File: src/rtl/isa_pkg.sv
// ISA definitions shared by the decode-stage control logic: opcodes,
// instruction field positions, operand-class decoders and flush FSM states.
package isa_pkg;

  localparam logic [3:0] OpNop  = 4'b0000;
  localparam logic [3:0] OpSt   = 4'b0011;
  localparam logic [3:0] OpAdd  = 4'b0100;
  localparam logic [3:0] OpInc  = 4'b0101;
  localparam logic [3:0] OpNeg  = 4'b0110;
  localparam logic [3:0] OpSub  = 4'b0111;
  localparam logic [3:0] OpJ    = 4'b1000;
  localparam logic [3:0] OpBrz  = 4'b1001;
  localparam logic [3:0] OpJm   = 4'b1010;
  localparam logic [3:0] OpBrn  = 4'b1011;
  localparam logic [3:0] OpLd   = 4'b1110;
  localparam logic [3:0] OpSvpc = 4'b1111;

  // Instruction field bit positions.
  localparam int unsigned OpHi = 31;
  localparam int unsigned OpLo = 28;
  localparam int unsigned RdHi = 27;
  localparam int unsigned RdLo = 22;
  localparam int unsigned RsHi = 21;
  localparam int unsigned RsLo = 16;
  localparam int unsigned RtHi = 15;
  localparam int unsigned RtLo = 10;

  typedef enum logic {StRun, StFlush} flush_state_e;

  // Opcode writes the rd register.
  function automatic logic wr_rd(input logic [3:0] op);
    logic r;
    case (op)
      OpSvpc, OpLd, OpAdd, OpInc, OpNeg, OpSub: r = 1'b1;
      default:                                  r = 1'b0;
    endcase
    return r;
  endfunction

  // Opcode reads the rs register.
  function automatic logic rd_rs(input logic [3:0] op);
    logic r;
    case (op)
      OpLd, OpSt, OpAdd, OpInc, OpNeg, OpSub,
      OpJ, OpBrz, OpJm, OpBrn:                  r = 1'b1;
      default:                                  r = 1'b0;
    endcase
    return r;
  endfunction

  // Opcode reads the rt register.
  function automatic logic rd_rt(input logic [3:0] op);
    logic r;
    case (op)
      OpSt, OpAdd, OpSub: r = 1'b1;
      default:            r = 1'b0;
    endcase
    return r;
  endfunction

endpackage

File: src/rtl/flush_fsm.sv
// Flush sequencer: after a redirect, squashes IF/ID for FLUSH_CYCLES cycles.
// A redirect while flushing restarts the window.
module flush_fsm
  import isa_pkg::*;
#(
  parameter int unsigned FLUSH_CYCLES = 2
) (
  input  logic clk,
  input  logic rst,
  input  logic ex_redirect,
  output logic flush,
  output logic in_flush
);

  localparam logic [2:0] Reload = 3'(FLUSH_CYCLES);

  flush_state_e state_q, state_d;
  logic [2:0]   cnt_q, cnt_d;
  logic         flush_q, flush_d;

  // Next state: load on redirect, count down the flush window, then return to RUN.
  always_comb begin
    state_d = state_q;
    cnt_d   = cnt_q;
    unique case (state_q)
      StRun: begin
        if (ex_redirect) begin
          state_d = StFlush;
          cnt_d   = Reload;
        end
      end
      StFlush: begin
        if (ex_redirect) begin
          cnt_d = Reload;
        end else if (cnt_q <= 3'd1) begin
          state_d = StRun;
          cnt_d   = 3'd0;
        end else begin
          cnt_d = cnt_q - 3'd1;
        end
      end
    endcase
    flush_d = (state_d == StFlush);
  end

  // State, counter and registered flush output.
  always_ff @(posedge clk) begin
    if (rst) begin
      state_q <= StRun;
      cnt_q   <= 3'd0;
      flush_q <= 1'b0;
    end else begin
      state_q <= state_d;
      cnt_q   <= cnt_d;
      flush_q <= flush_d;
    end
  end

  assign flush    = flush_q;
  assign in_flush = (state_q == StFlush);

endmodule

File: src/rtl/hazard_ctrl.sv
// Decode-stage hazard control: register scoreboard, RAW/WAW stall, redirect
// flush sequencing and a saturating stall counter.
module hazard_ctrl
  import isa_pkg::*;
#(
  parameter int unsigned NREG         = 64,
  parameter int unsigned FLUSH_CYCLES = 2,
  parameter int unsigned CNT_W        = 16
) (
  input  logic             clk,
  input  logic             rst,
  input  logic             id_valid,
  input  logic [31:0]      inst,
  input  logic             wb_rw,
  input  logic [5:0]       wb_rd,
  input  logic             ex_redirect,
  output logic             stall,
  output logic             issue,
  output logic             flush,
  output logic [NREG-1:0]  busy_vec,
  output logic [CNT_W-1:0] stall_cnt
);

  localparam logic [CNT_W-1:0] CntMax = '1;

  logic [3:0] op;
  logic [5:0] rd, rs, rt;
  logic       cls_wr, cls_rs, cls_rt;
  logic       hazard;
  logic       in_flush;
  logic       unused_inst;

  logic [NREG-1:0]  busy_q, busy_d;
  logic [CNT_W-1:0] cnt_q, cnt_d;

  assign op     = inst[OpHi:OpLo];
  assign rd     = inst[RdHi:RdLo];
  assign rs     = inst[RsHi:RsLo];
  assign rt     = inst[RtHi:RtLo];
  assign cls_wr = wr_rd(op);
  assign cls_rs = rd_rs(op);
  assign cls_rt = rd_rt(op);

  assign unused_inst = ^inst[RtLo-1:0];

  flush_fsm #(
    .FLUSH_CYCLES(FLUSH_CYCLES)
  ) u_flush_fsm (
    .clk        (clk),
    .rst        (rst),
    .ex_redirect(ex_redirect),
    .flush      (flush),
    .in_flush   (in_flush)
  );

  // Hazard check against registered scoreboard only; no writeback bypass.
  always_comb begin
    hazard = id_valid & ((cls_rs & busy_q[rs]) | (cls_rt & busy_q[rt]) | (cls_wr & busy_q[rd]));
    stall  = 1'b0;
    issue  = 1'b0;
    if (!in_flush) begin
      stall = hazard & ~ex_redirect;
      issue = id_valid & ~hazard & ~ex_redirect;
    end
  end

  // Scoreboard next state: writeback clear first so a same-index set wins.
  always_comb begin
    busy_d = busy_q;
    if (wb_rw) begin
      busy_d[wb_rd] = 1'b0;
    end
    if (issue && cls_wr) begin
      busy_d[rd] = 1'b1;
    end
  end

  // Saturating stall counter next state.
  always_comb begin
    cnt_d = cnt_q;
    if (stall && (cnt_q != CntMax)) begin
      cnt_d = cnt_q + CNT_W'(1);
    end
  end

  // Scoreboard and stall counter registers.
  always_ff @(posedge clk) begin
    if (rst) begin
      busy_q <= '0;
      cnt_q  <= '0;
    end else begin
      busy_q <= busy_d;
      cnt_q  <= cnt_d;
    end
  end

  assign busy_vec  = busy_q;
  assign stall_cnt = cnt_q;

endmodule

File: config.mk
export PLATFORM = sky130hd
export DESIGN_NAME = hazard_ctrl
export DESIGN_NICKNAME = d
export VERILOG_FILES = /design/src/rtl/isa_pkg.sv /design/src/rtl/flush_fsm.sv /design/src/rtl/hazard_ctrl.sv
export SDC_FILE = /design/constraint.sdc
export NUM_CORES = 1
export LEC_CHECK = 0
export ABC_AREA = 1
export CAP_MARGIN = 10
export CORE_MARGIN = 10
export CORE_UTILIZATION = 40
export CTS_CLUSTER_DIAMETER = 30
export DETAILED_ROUTE_END_ITERATION = 8
export GPL_TIMING_DRIVEN = 0
export PLACE_DENSITY = 0.68
export SYNTH_ARGS = -nofsm -noshare
export SYNTH_HDL_FRONTEND = slang
export SYNTH_SLANG_ARGS = --single-unit
File: constraint.sdc
create_clock -name clk -period 5.7 [get_ports clk]
set_input_delay 0.855 -clock clk [delete_from_list [all_inputs] [get_ports clk]]
set_output_delay 0.855 -clock clk [all_outputs]
set_load 0.005 [all_outputs]
==> results.yml <==
run_status:
  status: "completed"
yosys:
  netlist_area_sq_um: 6340
  ys_seq_area_frac: 0.265
  synth_cell_types: 29
  synthesis.nets: 1140
  syn-instance-count: 1094
  syn_area_per_cell_sq_um: 5.80
  synth_seq_cells: 84
  yosys_warnings: 0
min_path:
  min_from: "stall_cnt[15]"
  hp-class: "flop to flop"
  min_to: "stall_cnt[15]"
  worstHoldPathCells: 2
final_layout:
  drive_gt1_frac: 0.0477
  multi_input_area_sq_um: 4020
  fillerInstances: 1622
  n_antenna_cell: 0
  register_area_sq_um: 1680
  final_cell_mix: "nand2_1, nand3_1, clkdlybuf4s50_1, a21oi_1, nor2_1"
  nets: 1259
  area_growth_pct: 25.8
  final_common_cell: "nand2_1"
critical_path:
  critPathSlowestCell: "clkdlybuf4s50_1"
  r2r_start: "busy_vec[53]"
  slowest_delay_ns: 0.51
  ff2ff_setup_slack_ns: 3.50
  reg2regPathDepth: 14
  r2r-end: "stall_cnt[15]"
  arrival_ns: 3.68
  critPathMaxFanout: 10
  critPathLaunchType: "primary input"
  cp_common_cell: "nand2_1"
  end_kind: "primary output"
  critical_path_required_ns: 4.85
  critPathKind: "primary input to primary output"
  crit_chain: "clkdlybuf4s50_1, clkbuf_1, a21oi_1, o21ai_1, nand2_1, nand2_1, nand2_1, nor2_1, nand2_1, nand2_1, nand3_2, buf_4, nor2_1, clkdlybuf4s50_1"
floorplanning:
  rows: 45
  dieArea_sq_um: 21300
  core_sq_um: 15400
  die_h_um: 146
  initial_utilization: 0.413
  io_pins: 126
  die-width_um: 146
timing:
  drv_slew: 0
  setup_viol: 0
  rsz0062_at_grt: "no"
  worst_pin_slew_ns: 0.622
  fin_setup_tns_ns: 0
  relSlewSlack: 0.585
  period_minus_slack_ns: 4.54
  hold_viol_final: 0
  skew_ns: 0.00772
  clock.fmax_ghz: 0.220
  fin_crit_sh: 0.796
clock_network:
  cts_root_buf: "clkbuf_16"
  ctsHoldBuffers: 0
  postCtsSetupBuffers: 0
  cts_resized: 0
  numCtsBuffers: 9
  cts_tree: "built"
  cts_max_level: 3
  clk_pin_slew_ns: 0.06
  clock_latency_ns: 0.34
  cts.sink_count: 84
  cts_buffer_depth: 2
global_routing:
  grt_pass1_wl_um: 41200
  grt_pass1_vias: 7411
  grt_max_degree: 14
  antenna_found_initial: 0
  grt_overflow: 0
  grt_usage: 0.237
routing:
  firstDrtPassIters: 6
  avgViaCountPerCell: 5.64
  ant_nets: 0
  drt_first_iter_violations: 852
  wl_per_cell_um: 18.5
  drc_errors: 0
  routed_wl_um: 26400
  vias: 8054
place:
  place.gp.congestion: 0.971
  dp_hpwl_um: 20400
  port_buffers: 108
pwr:
  total_power_uw: 1430
  p_leak_uw: 0.00301
  ir_drop_v: 0.000149
  p_per_area_nw_per_um2: 180
flow_run:
  cap_violations: 0
==> metrics by stage <==
step / area, sq um / util / setup slack, ns / std cells / hold slack [ns]
finish: 7980 / 0.519 / 1.16 / 1428 / 0.485
global route: 7980 / 0.519 / 0.952 / 1428 / 0.522
CTS: 7980 / 0.519 / 1.17 / 1428 / 0.491
detailed placement: 7690 / 0.500 / 1.20 / 1413 / 0.479
global placement: 7690 / 0.500 / 1.20 / 1413 / 0.478
floorplan: 6340 / - / 2.60 / 1094 / 0.468
==> cell type report <==
type	count	area share
inverter	67	0.0315
clock inverter	4	0.00627
timing repair buffer	108	0.135
tap	211	0.0331
clock buffer	11	0.0304
multi-input combinational	874	0.503
buffer	69	0.0492
sequential	84	0.211
==> power breakdown <==
group	switching (uW)	internal (uW)
combinational	180	78.3
sequential	2.45	590
clock	235	348
total	417	1020
==> registers in the layout (all words and copies together), names as in the netlist <==
name / flops
u_flush_fsm.cnt_q: 3
busy_vec: 64
stall_cnt: 16
u_flush_fsm.flush: 1
==> metal layers <==
layer / wire length (um) / share of wire / global-route usage
met1: 11100 / 0.42 / 0.305
met2: 12200 / 0.46 / 0.383
met3: 2340 / 0.089 / 0.0400
met4: 875 / 0.033 / 0.0945
met5: 0 / 0 / 0
==> how the worst max path moves through the flow <==
stage / start / endpoint / slack (ns) / depth (start not counted)
floorplan: inst[11] / issue / 2.60 / 14
global placement: inst[23] / issue / 1.20 / 14
detailed placement: inst[23] / issue / 1.20 / 14
CTS: inst[23] / issue / 1.17 / 14
global route: inst[23] / issue / 0.95 / 15
finish: inst[23] / issue / 1.16 / 14
==> cells by family after synthesis <==
logic type	count (synthesis)	synth area share
and+or+nand+nor	685	0.472
xor gates and xnor gates	13	0.0180
DFF	84	0.265
AOI/OAI and AO/OA	173	0.137
buffers and inverters	136	0.102
adders and majority gates	3	0.00592
==> cell usage after synthesis <==
master / number / share of area
nand2_1: 373 / 0.22
nand3_1: 114 / 0.090
a21oi_1: 91 / 0.072
nor2_1: 88 / 0.052
dfxtp_1: 84 / 0.27
nand4_1: 82 / 0.081
o21ai_0: 79 / 0.062
inv_1: 62 / 0.037
clkbuf_1: 27 / 0.016
nor3_1: 20 / 0.016
buf_2: 14 / 0.011
buf_6: 11 / 0.020
buf_4: 9 / 0.011
xor2_1: 9 / 0.012
buf_1: 8 / 0.0047
inv_2: 5 / 0.0030
xnor2_1: 4 / 0.0055
ha_1: 3 / 0.0059
nand2_2: 1 / 0.00099
nand3_2: 1 / 0.0016
nand3_4: 1 / 0.0028
nand3b_1: 1 / 0.0012
nor2_2: 1 / 0.00099
nor2_8: 1 / 0.0032
nor3b_1: 1 / 0.0012
nor4_1: 1 / 0.00099
o21a_1: 1 / 0.0012
o21ai_1: 1 / 0.00079
o22ai_1: 1 / 0.00099
==> worst max-delay path, delay by kind of cell <==
| kind | cells | cell delay (ns) |
|---|---|---|
| buffers and inverters | 4 | 1.74 |
| AOI/OAI and AO/OA | 2 | 0.24 |
| and+or+nand+nor | 8 | 0.82 |
(Power assumes the default switching activity.)
